### src/rtl/io_event_controller_if.sv
`default_nettype none
// ============================================================================
//  Module   : io_event_controller_if
//  Brief    : Peripheral-bus bundle between the core and the input-event
//             controller (register access plus interrupt line).
//  Revision : 1.0 - initial release
// ============================================================================
interface io_event_controller_if;
    logic [1:0]  addr_i;
    logic        we_i;
    logic [31:0] wdata_i;
    logic [31:0] rdata_o;
    logic        irq_o;

    modport master (
        output addr_i,
        output we_i,
        output wdata_i,
        input  rdata_o,
        input  irq_o
    );

    modport slave (
        input  addr_i,
        input  we_i,
        input  wdata_i,
        output rdata_o,
        output irq_o
    );
endinterface
`default_nettype wire

### src/rtl/io_event_controller.sv
`default_nettype none
// ============================================================================
//  Module   : io_event_controller
//  Brief    : Button/switch synchroniser, debouncer and latched-event
//             interrupt controller with a 4-register bus map.
//  Revision : 1.0 - initial release
// ============================================================================
module io_event_controller #(
    parameter int N_BTN           = 4,
    parameter int N_SW            = 16,
    parameter int DEBOUNCE_CYCLES = 100000
) (
    input  wire logic             clk_i,
    input  wire logic             reset_i,
    input  wire logic [N_BTN-1:0] botones_i,
    input  wire logic [N_SW-1:0]  switches_i,
    io_event_controller_if.slave  bus
);

    localparam int              c_cnt_w     = (DEBOUNCE_CYCLES > 2) ? $clog2(DEBOUNCE_CYCLES) : 1;
    localparam logic [c_cnt_w-1:0] c_cnt_last = c_cnt_w'(DEBOUNCE_CYCLES - 1);
    localparam logic [31:0]     c_impl_mask = 32'h0001_0000 | ((32'h1 << N_BTN) - 32'h1);

    localparam logic [1:0] c_addr_data  = 2'd0;
    localparam logic [1:0] c_addr_pend  = 2'd1;
    localparam logic [1:0] c_addr_mask  = 2'd2;
    localparam logic [1:0] c_addr_event = 2'd3;

    typedef enum logic [0:0] {
        ST_STABLE   = 1'b0,
        ST_COUNTING = 1'b1
    } db_state_t;

    logic [N_BTN-1:0] r_btn_s1, r_btn_s2;
    logic [N_SW-1:0]  r_sw_s1, r_sw_s2, r_sw_prev;
    logic [N_BTN-1:0] w_db;
    logic [N_BTN-1:0] w_rise;
    logic [31:0]      r_pend, r_mask;
    logic             r_irq;
    logic [31:0]      w_set, w_clr, w_active, w_data, w_event, w_rdata;

    always_ff @(posedge clk_i) begin
        if (!reset_i) begin
            r_btn_s1  <= '0;
            r_btn_s2  <= '0;
            r_sw_s1   <= '0;
            r_sw_s2   <= '0;
            r_sw_prev <= '0;
        end else begin
            r_btn_s1  <= botones_i;
            r_btn_s2  <= r_btn_s1;
            r_sw_s1   <= switches_i;
            r_sw_s2   <= r_sw_s1;
            r_sw_prev <= r_sw_s2;
        end
    end

    for (genvar gi = 0; gi < N_BTN; gi++) begin : g_btn
        db_state_t          r_state, w_state_nxt;
        logic [c_cnt_w-1:0] r_cnt, w_cnt_nxt;
        logic               r_db, w_db_nxt;

        always_comb begin
            w_state_nxt = r_state;
            w_cnt_nxt   = r_cnt;
            w_db_nxt    = r_db;
            case (r_state)
                ST_STABLE: begin
                    if (r_btn_s2[gi] != r_db) begin
                        w_state_nxt = ST_COUNTING;
                        w_cnt_nxt   = c_cnt_w'(1);
                    end else begin
                        w_cnt_nxt   = '0;
                    end
                end
                ST_COUNTING: begin
                    // A single matching sample aborts the count: glitch rejected.
                    if (r_btn_s2[gi] == r_db) begin
                        w_state_nxt = ST_STABLE;
                        w_cnt_nxt   = '0;
                    end else if (r_cnt == c_cnt_last) begin
                        w_db_nxt    = r_btn_s2[gi];
                        w_state_nxt = ST_STABLE;
                        w_cnt_nxt   = '0;
                    end else begin
                        w_cnt_nxt   = r_cnt + c_cnt_w'(1);
                    end
                end
                default: begin
                    w_state_nxt = ST_STABLE;
                    w_cnt_nxt   = '0;
                end
            endcase
        end

        always_ff @(posedge clk_i) begin
            if (!reset_i) begin
                r_state <= ST_STABLE;
                r_cnt   <= '0;
                r_db    <= 1'b0;
            end else begin
                r_state <= w_state_nxt;
                r_cnt   <= w_cnt_nxt;
                r_db    <= w_db_nxt;
            end
        end

        assign w_db[gi]   = r_db;
        assign w_rise[gi] = w_db_nxt & ~r_db;
    end

    always_comb begin
        w_set               = '0;
        w_set[N_BTN-1:0]    = w_rise;
        w_set[16]           = (r_sw_s2 != r_sw_prev);
        w_clr               = (bus.we_i && bus.addr_i == c_addr_pend) ? (bus.wdata_i & c_impl_mask) : '0;
        w_active            = r_pend & r_mask;
        w_data              = '0;
        w_data[N_SW-1:0]    = r_sw_s2;
        w_data[16 +: N_BTN] = w_db;
    end

    // Lowest-index pending bit wins; the scan runs downward so the last hit is the lowest.
    always_comb begin
        w_event = '0;
        for (int k = 31; k >= 0; k--) begin
            if (w_active[k]) begin
                w_event     = '0;
                w_event[31] = 1'b1;
                w_event[4:0] = 5'(k);
            end
        end
    end

    always_ff @(posedge clk_i) begin
        if (!reset_i) begin
            r_pend <= '0;
            r_mask <= '0;
            r_irq  <= 1'b0;
        end else begin
            r_pend <= ((r_pend & ~w_clr) | w_set) & c_impl_mask;
            if (bus.we_i && bus.addr_i == c_addr_mask) begin
                r_mask <= bus.wdata_i & c_impl_mask;
            end
            r_irq  <= |w_active;
        end
    end

    always_comb begin
        w_rdata = '0;
        case (bus.addr_i)
            c_addr_data:  w_rdata = w_data;
            c_addr_pend:  w_rdata = r_pend;
            c_addr_mask:  w_rdata = r_mask;
            c_addr_event: w_rdata = w_event;
            default:      w_rdata = '0;
        endcase
    end

    assign bus.rdata_o = w_rdata;
    assign bus.irq_o   = r_irq;

endmodule
`default_nettype wire

### src/flat_wrapper.sv
// flat-port wrapper written by rule: the top's interface ports become plain ports
module io_event_controller_flat 
#(
    parameter int N_BTN           = 4,
    parameter int N_SW            = 16,
    parameter int DEBOUNCE_CYCLES = 100000
)
  (clk_i, reset_i, botones_i, switches_i, bus_addr_i, bus_we_i, bus_wdata_i, bus_rdata_o, bus_irq_o);
  io_event_controller_if bus_i ();
  input  wire logic clk_i;
  input  wire logic reset_i;
  input  wire logic [N_BTN-1:0] botones_i;
  input  wire logic [N_SW-1:0] switches_i;
  input wire logic [$bits(bus_i.addr_i)-1:0] bus_addr_i;
  input wire logic [$bits(bus_i.we_i)-1:0] bus_we_i;
  input wire logic [$bits(bus_i.wdata_i)-1:0] bus_wdata_i;
  output wire logic [$bits(bus_i.rdata_o)-1:0] bus_rdata_o;
  output wire logic [$bits(bus_i.irq_o)-1:0] bus_irq_o;
  assign bus_i.addr_i = bus_addr_i;
  assign bus_i.we_i = bus_we_i;
  assign bus_i.wdata_i = bus_wdata_i;
  assign bus_rdata_o = bus_i.rdata_o;
  assign bus_irq_o = bus_i.irq_o;
  io_event_controller #(.N_BTN(N_BTN), .N_SW(N_SW), .DEBOUNCE_CYCLES(DEBOUNCE_CYCLES)) u_core (.clk_i(clk_i), .reset_i(reset_i), .botones_i(botones_i), .switches_i(switches_i), .bus(bus_i));
endmodule
### config.mk
export PLATFORM = sky130hd
export DESIGN_NAME = io_event_controller_flat
export DESIGN_NICKNAME = d
export VERILOG_FILES = /design/src/rtl/io_event_controller_if.sv /design/src/rtl/io_event_controller.sv /design/src/flat_wrapper.sv
export SDC_FILE = /design/constraint.sdc
export NUM_CORES = 1
export LEC_CHECK = 0
export ABC_CLOCK_PERIOD_IN_PS = 2290
export CELL_PAD_IN_SITES_DETAIL_PLACEMENT = 0
export CELL_PAD_IN_SITES_GLOBAL_PLACEMENT = 1
export CORE_MARGIN = 2
export CORE_UTILIZATION = 41
export CTS_BUF_LIST = sky130_fd_sc_hd__clkbuf_8 sky130_fd_sc_hd__clkbuf_16
export DETAILED_ROUTE_END_ITERATION = 10
export PLACE_DENSITY_LB_ADDON = 0.25
export REMOVE_ABC_BUFFERS = 1
export SYNTH_ARGS = -nofsm -noshare
export SYNTH_HDL_FRONTEND = slang
export SYNTH_SLANG_ARGS = --single-unit
### constraint.sdc
create_clock -name clk_i -period 2.29 [get_ports clk_i]
set_input_delay 0.3435 -clock clk_i [delete_from_list [all_inputs] [get_ports clk_i]]
set_output_delay 0.3435 -clock clk_i [all_outputs]
set_load 0.03 [all_outputs]
==> summary.md, run 1 <==
| Metric | Value |
|---|---|
| Run status | `completed` |
| Post-synthesis cell area | `0.00583 mm2` |
| Final Net Count | `741` |
| I/O pins | `90` |
| Max-Slew Margin vs Limit | `0.643` |
| Layout area overhead | `22.0%` |
| Placed instance area | `0.00646 mm2` |
| Max Slew Vio Count | `0` |
| Post-Synth Simple-Gate Area | `0.289` |
| CTS tree | `done` |
| XOR/XNOR Fraction of Synth Area | `0.102` |
| Vias/cell | `5.00` |
| DRC viols | `0` |
| Largest net degree at the start of global routing | `40` |
| Max-cap violations | `0` |
| Critical path fanouts, max | `5` |
| Dpl hpwl | `7760 um` |
| Antenna viol nets, final | `0` |
| Tmin final | `2.11 ns` |
| Mux contribution to synthesized area | `0.0245` |
| Ratio of cells with drive above 1 in the final layout | `0.102` |
| Pwr per Cell Area | `809 mW/mm2` |
| Largest family of logic cells by synthesized area | `simple AND/OR/NAND/NOR gates` |
| HP Class | `in -> reg` |
| P_leak | `2.54 nW` |
| CTS Root Cell | `clkbuf_16` |
| Starting density of the core | `0.420` |
| FF/Latch Area | `0.00286 mm2` |
| Syn avg cell area | `9.39 um2` |
| CTS Buf Count | `17` |
| Core ar. | `0.0139 mm2` |
| #FFs+latches synth | `143` |
| WP data required | `1.95 ns` |
| DRT Pass-1 Iters | `5` |
| WL met1 | `5260 um` |
| Die Width | `123 um` |
| Die height | `123 um` |
| Most frequent cells in the layout | `143 x dfxtp_1, 74 x and2_1, 67 x nor2_1` |
| Top sig layer | `met4` |
| Worst VDD drop | `0.534 mV` |
| Die ar. | `0.0152 mm2` |
| All-Layer GR Usage | `0.157` |
| H-tree depth | `4` |
| CTS Sinks | `143` |
| Sequential area share after synthesis | `0.491` |
| WL per Instance | `12.6 um` |
| Crit path DAT | `1.76 ns` |
| Post-CTS setup buffer count | `0` |
| CTS Hold Bufs | `0` |
| Routability congestion estimate | `0.799` |
| Vias in the first global route | `4209` |
| Synth Area in Adders | `0.00859` |
| Ant. Diodes | `0` |
| Met2 Wirelength | `5140 um` |
| Worst-Margin Slew | `0.535 ns` |
| Via count | `4366` |
| First-pass GRT wire length | `19000 um` |
| Compound-cell area share of the yosys netlist | `0.0526` |
| FP Rows | `43` |
| RSZ-0062 raised after global routing | `no` |
| Most common library cell in the layout ignoring fill and taps | `dfxtp_1` |
| Post-synth EDFFs | `0` |
| Asr flop ratio synth | `0` |
| Clk_skew | `0.00706 ns` |
| Fmax | `0.475 GHz` |
| Fillers | `1292` |
| Post-Route WL | `11000 um` |
| Synth top area cells | `dfxtp_1 49%, and2_1 7.9%, xnor2_1 6.0%, nor2_1 4.3%, xor2_1 4.2%` |
| CTS Buffer Depth | `2` |
| Area of the multi-input gates | `0.00282 mm2` |
| Clock Latency Late Sink | `0.41 ns` |
| Clk slew on worst S/H paths | `0.06 ns` |
| Period utilization | `0.919` |
| Setup TNS | `0 ns` |
| Startpoint types | `input port` |
| Fin area | `0.00711 mm2` |
| GRT overflow | `0` |
| Worst Path Class, Setup | `in -> out` |
| Synth warnings | `0` |
| Critical Path End Type | `output port` |
| Hold Fails Final Rpt | `0` |
| Synth top area share | `0.491` |
| Setup-failing EPs final | `0` |
| Initial antenna violation count | `0` |
| Post-Synthesis Cells | `621` |
| 1st-iter DRT viols | `187` |
| I/O Buffers | `51` |
| Yosys cell types | `49` |
| Most area-hungry cell type in the Yosys netlist | `dfxtp_1` |
| Synth Flop Type | `dfxtp_1` |
| DR WL met3 | `493 um` |
## synthesized netlist by cell type (all sizes together) (2+ instances only)
master,n
mux2i,12
buf,13
nand3,29
nor2b,2
clkbuf,16
o31ai,4
xor2,28
nor4bb,3
a211oi,4
nor4,12
a32o,4
and3,9
nor2,67
a21oi,14
nor3b,5
and2,74
or4,4
nor4b,5
or3,11
and4,9
o21ai,12
a21o,4
inv,7
nand4,22
xnor2,40
dfxtp,143
nor3,7
nand2,45
ha,4
## per-layer routing
metal / vias up / GRT usage
met2: 80 / 0.254
met5: - / 0
met1: 2040 / 0.200
li1: 2232 / -
met4: 0 / 0.0518
met3: 14 / 0.0498
## through the flow
| step | std cells | hold slack [ns] | setup WS [ns] | util | total power, mW |
|---|---|---|---|---|---|
| 2_1_floorplan | 602 | 0.412 | 0.611 | - | 2.73 |
| 5_1_grt | 873 | 0.326 | 0.0685 | 0.512 | 5.96 |
| 6_report | 873 | 0.317 | 0.184 | 0.512 | 5.75 |
| 3_5_place_dp | 841 | 0.417 | 0.108 | 0.466 | 2.85 |
| 4_1_cts | 873 | 0.303 | 0.0972 | 0.512 | 5.84 |
| 3_3_place_gp | 841 | 0.413 | 0.149 | 0.466 | 2.84 |
## area by class of cell
class	instances	share of cell area
clock buffer	18	0.0618
timing repair buffer	59	0.0739
inverter	8	0.00422
multi-input combinational	451	0.397
sequential	143	0.403
clock inverter	14	0.0289
tap	180	0.0317
## where the power goes
part | internal [mW] | switching [mW] | leakage [nW]
sequential | 2.54 | 0.0255 | 1.16
combinational | 0.112 | 0.114 | 1.06
clock | 1.88 | 1.09 | 0.319
## final timing paths
kind              slack [ns]                                start                                   end  cells past startpoint
hold reg to reg         0.43        u_core.r_sw_s1[10]$_SDFF_PN0_         u_core.r_sw_s2[10]$_SDFF_PN0_                      1
setup reg to reg        0.39  u_core.g_btn[0].r_cnt[0]$_SDFF_PN0_  u_core.g_btn[0].r_cnt[11]$_SDFF_PP0_                      5
hold / removal          0.32                              reset_i       u_core.g_btn[3].r_db$_SDFF_PN0_                      3
setup / recovery        0.18                        bus_addr_i[0]                        bus_rdata_o[1]                      6
## worst max-delay path, stage by stage
cell	delay, ns
clkdlybuf4s50_1	0.57
nand2_1	0.11
nor3b_2	0.22
o21ai_0	0.11
a21oi_1	0.21
buf_4	0.20
## sequential cells by signal, summed over array words and instances (netlist names)
signal and count:
u_core.bus.irq_o 1, u_core.r_btn_s1 4, u_core.r_pend 5, u_core.g_btn.r_cnt 68, u_core.r_sw_s1 16, u_core.g_btn.r_db 4, u_core.r_sw_s2 16, u_core.r_sw_prev 16
u_core.g_btn.r_state 4, u_core.r_mask 5, u_core.r_btn_s2 4
## repair_timing
item                                   in CTS  in global routing
endpoints found under the hold margin       0                  0
gates resized for setup                     0                  1
setup endpoints to repair                   0                  1
## cell families after synthesis
family          after synthesis
xor+xnor                     68
buf+inv                      37
flops                       143
compound gates               47
other cells                   1
mux                          13
fa+ha+maj                     4
simple gates                308
Note: power is estimated with default switching activity, not from simulation.
==> inputs of run 2 (changes only) <==
- CORE_MARGIN: 2 -> default
- CORE_UTILIZATION: 41 -> 25
==> run 2 against run 1 <==
Global-route usage decreased by 5.0 points. Sequential power about the same. Flip-flop and latch count unchanged. Critical path type unchanged. Largest power group unchanged.
==> summary.md, run 2 (same netlist as run 1, synthesis figures left out) <==
| Metric | Value |
|---|---|
| Switching power | `1.33 mW (was 1.23 mW)` |
| Final Net Count | `744 (was 741)` |
| FP Rows | `55 (was 43)` |
| Vias/cell | `4.28 (was 5.00)` |
| WL per Instance | `11.9 um (was 12.6 um)` |
| Switch share | `0.240 (was 0.214)` |
| Largest net degree at the start of global routing | `51 (was 40)` |
| Core ar. | `0.0228 mm2 (was 0.0139 mm2)` |
| Clk_skew | `0.00801 ns (was 0.00706 ns)` |
| CTS Sinks | `143 (unchanged)` |
| CTS tree | `done (unchanged)` |
| Post-CTS setup buffer count | `0 (unchanged)` |
| Largest register FFs | `68 (unchanged)` |
| Antenna viol nets, final | `0 (unchanged)` |
| Most frequent cells in the layout | `143 x dfxtp_1, 74 x and2_1, 67 x nor2_1 (unchanged)` |
| Worst hold slack | `0.356 ns (was 0.317 ns)` |
| First-pass GRT wire length | `20500 um (was 19000 um)` |
| Period utilization | `0.926 (was 0.919)` |
| Placement Setup Slack | `0.174 ns (was 0.108 ns)` |
| Pwr per Cell Area | `765 mW/mm2 (was 809 mW/mm2)` |
| Dpl hpwl | `8610 um (was 7760 um)` |
| Setup-failing EPs final | `0 (unchanged)` |
| Combinational Power Share | `0.042 (was 0.039)` |
| Internal cell power | `4.21 mW (was 4.53 mW)` |
| Vias in the first global route | `4214 (was 4209)` |
| Worst VDD drop | `0.449 mV (was 0.534 mV)` |
| CTS Root Cell | `clkbuf_16 (unchanged)` |
| Layout area overhead | `24.2% (was 22.0%)` |
| Startpoint types | `input port (unchanged)` |
| Total power | `5.54 mW (was 5.75 mW)` |
| RSZ-0062 raised after global routing | `no (unchanged)` |
| I/O Buffers | `51 (unchanged)` |
| Die ar. | `0.0239 mm2 (was 0.0152 mm2)` |
| Crit path DAT | `1.78 ns (was 1.76 ns)` |
| Worst setup margin | `0.169 ns (was 0.184 ns)` |
| Setup TNS | `0 ns (unchanged)` |
| CTS Hold Bufs | `0 (unchanged)` |
| CTS Buf Count | `17 (unchanged)` |
| Critical path fanouts, max | `7 (was 5)` |
| Tmin final | `2.12 ns (was 2.11 ns)` |
| HP Class | `in -> reg (unchanged)` |
| Max-cap violations | `0 (unchanged)` |
| WP data required | `1.95 ns (about the same)` |
| Hold Fails Final Rpt | `0 (unchanged)` |
| DRC viols | `0 (unchanged)` |
| Post-CTS Resized | `0 (unchanged)` |
| Fmax | `0.471 GHz (was 0.475 GHz)` |
| Run status | `completed (unchanged)` |
| Initial antenna violation count | `0 (unchanged)` |
| I/O pins | `90 (unchanged)` |
| Die Width | `155 um (was 123 um)` |
| 1st-iter DRT viols | `239 (was 187)` |
| P_leak | `2.53 nW (was 2.54 nW)` |
| Routability congestion estimate | `0.757 (was 0.799)` |
| Most common library cell in the layout ignoring fill and taps | `dfxtp_1 (unchanged)` |
| Clock share of power | `0.495 (was 0.515)` |
| Critical Path End Type | `output port (unchanged)` |
| Via count | `4315 (was 4366)` |
| Worst Path Class, Setup | `in -> out (unchanged)` |
| Starting density of the core | `0.256 (was 0.420)` |
| Clk slew on worst S/H paths | `0.06 ns (about the same)` |
| Post-Route WL | `12000 um (was 11000 um)` |
| Worst-Margin Slew | `0.546 ns (was 0.535 ns)` |
| Most flop-heavy register | `u_core.g_btn.r_cnt (unchanged)` |
| Ant. Diodes | `0 (unchanged)` |
| Ratio of cells with drive above 1 in the final layout | `0.106 (was 0.102)` |
| DRT Pass-1 Iters | `4 (was 5)` |
| Reg power frac | `0.463 (was 0.445)` |
| Clock Latency Late Sink | `0.41 ns (about the same)` |
| All-Layer GR Usage | `0.108 (was 0.157)` |
| CTS Buffer Depth | `2 (unchanged)` |
| GRT overflow | `0 (unchanged)` |
| Max Slew Vio Count | `0 (unchanged)` |
| H-tree depth | `4 (unchanged)` |
| Die height | `155 um (was 123 um)` |
| Max-Slew Margin vs Limit | `0.632 (was 0.643)` |
==> run 2: cell count changes in the layout (fill, tap and decap cells not counted), sizes merged <==
| cell | change |
|---|---|
| clkbuf | -1 |
| buf | +3 |
| bufinv | -3 |
| clkinv | -2 |
| inv | +6 |
==> run 2: power groups by stage <==
stage	sequential [mW]	clock (mW)	combinational [mW]
2_1_floorplan	2.61	0	0.119
3_3_place_gp	2.62	0	0.237
3_5_place_dp	2.62	0	0.239
4_1_cts	2.56	2.83	0.240
5_1_grt	2.57	2.94	0.260
6_report	2.56	2.74	0.234
==> run 2: final timing paths <==
kind                                       startpoint                             endpoint  slack, ns  cells after the start
setup / recovery                        bus_addr_i[0]                       bus_rdata_o[3]       0.17                      6
hold / removal                                reset_i   u_core.g_btn[0].r_state$_SDFF_PN0_       0.36                      3
setup reg to reg  u_core.g_btn[0].r_cnt[0]$_SDFF_PN0_  u_core.g_btn[0].r_cnt[2]$_SDFF_PP0_       0.33                      5
hold reg to reg         u_core.r_btn_s1[0]$_SDFF_PN0_        u_core.r_btn_s2[0]$_SDFF_PN0_       0.43                      1
==> run 2: worst max-delay path, stage by stage <==
cell and delay [ns]:
clkdlybuf4s50_1 0.53, buf_4 0.17, nor2b_1 0.25, nand2_1 0.08
o21ai_0 0.22, buf_12 0.19
==> run 2: through the flow <==
stage                     cells  utilization  instance area, um2
after detailed placement    977        0.292                6650
after global placement      977        0.292                6650
after CTS                  1009        0.318                7240
after floorplan             602            -                5710
final                      1009        0.318                7240
after global routing       1009        0.318                7240
==> run 2: layout make-up <==
type                            count  area [um2]
Timing Repair Buffer               62         548
Fill cell                        2393       15500
Sequential cell                   143        2860
Tap cell                          313         392
Inverter                            8        30.0
Multi-Input combinational cell    451        2820
Clock buffer                       17         425
Clock inverter                     15         163
==> run 2: metal layers <==
metal  up-vias  GRT usage  part of all wire
li1       2237          -                 -
met1      2002      0.135              0.49
met2        68      0.173              0.46
met3         8     0.0342             0.041
met4         0     0.0387             0.011
met5         -          0                 0
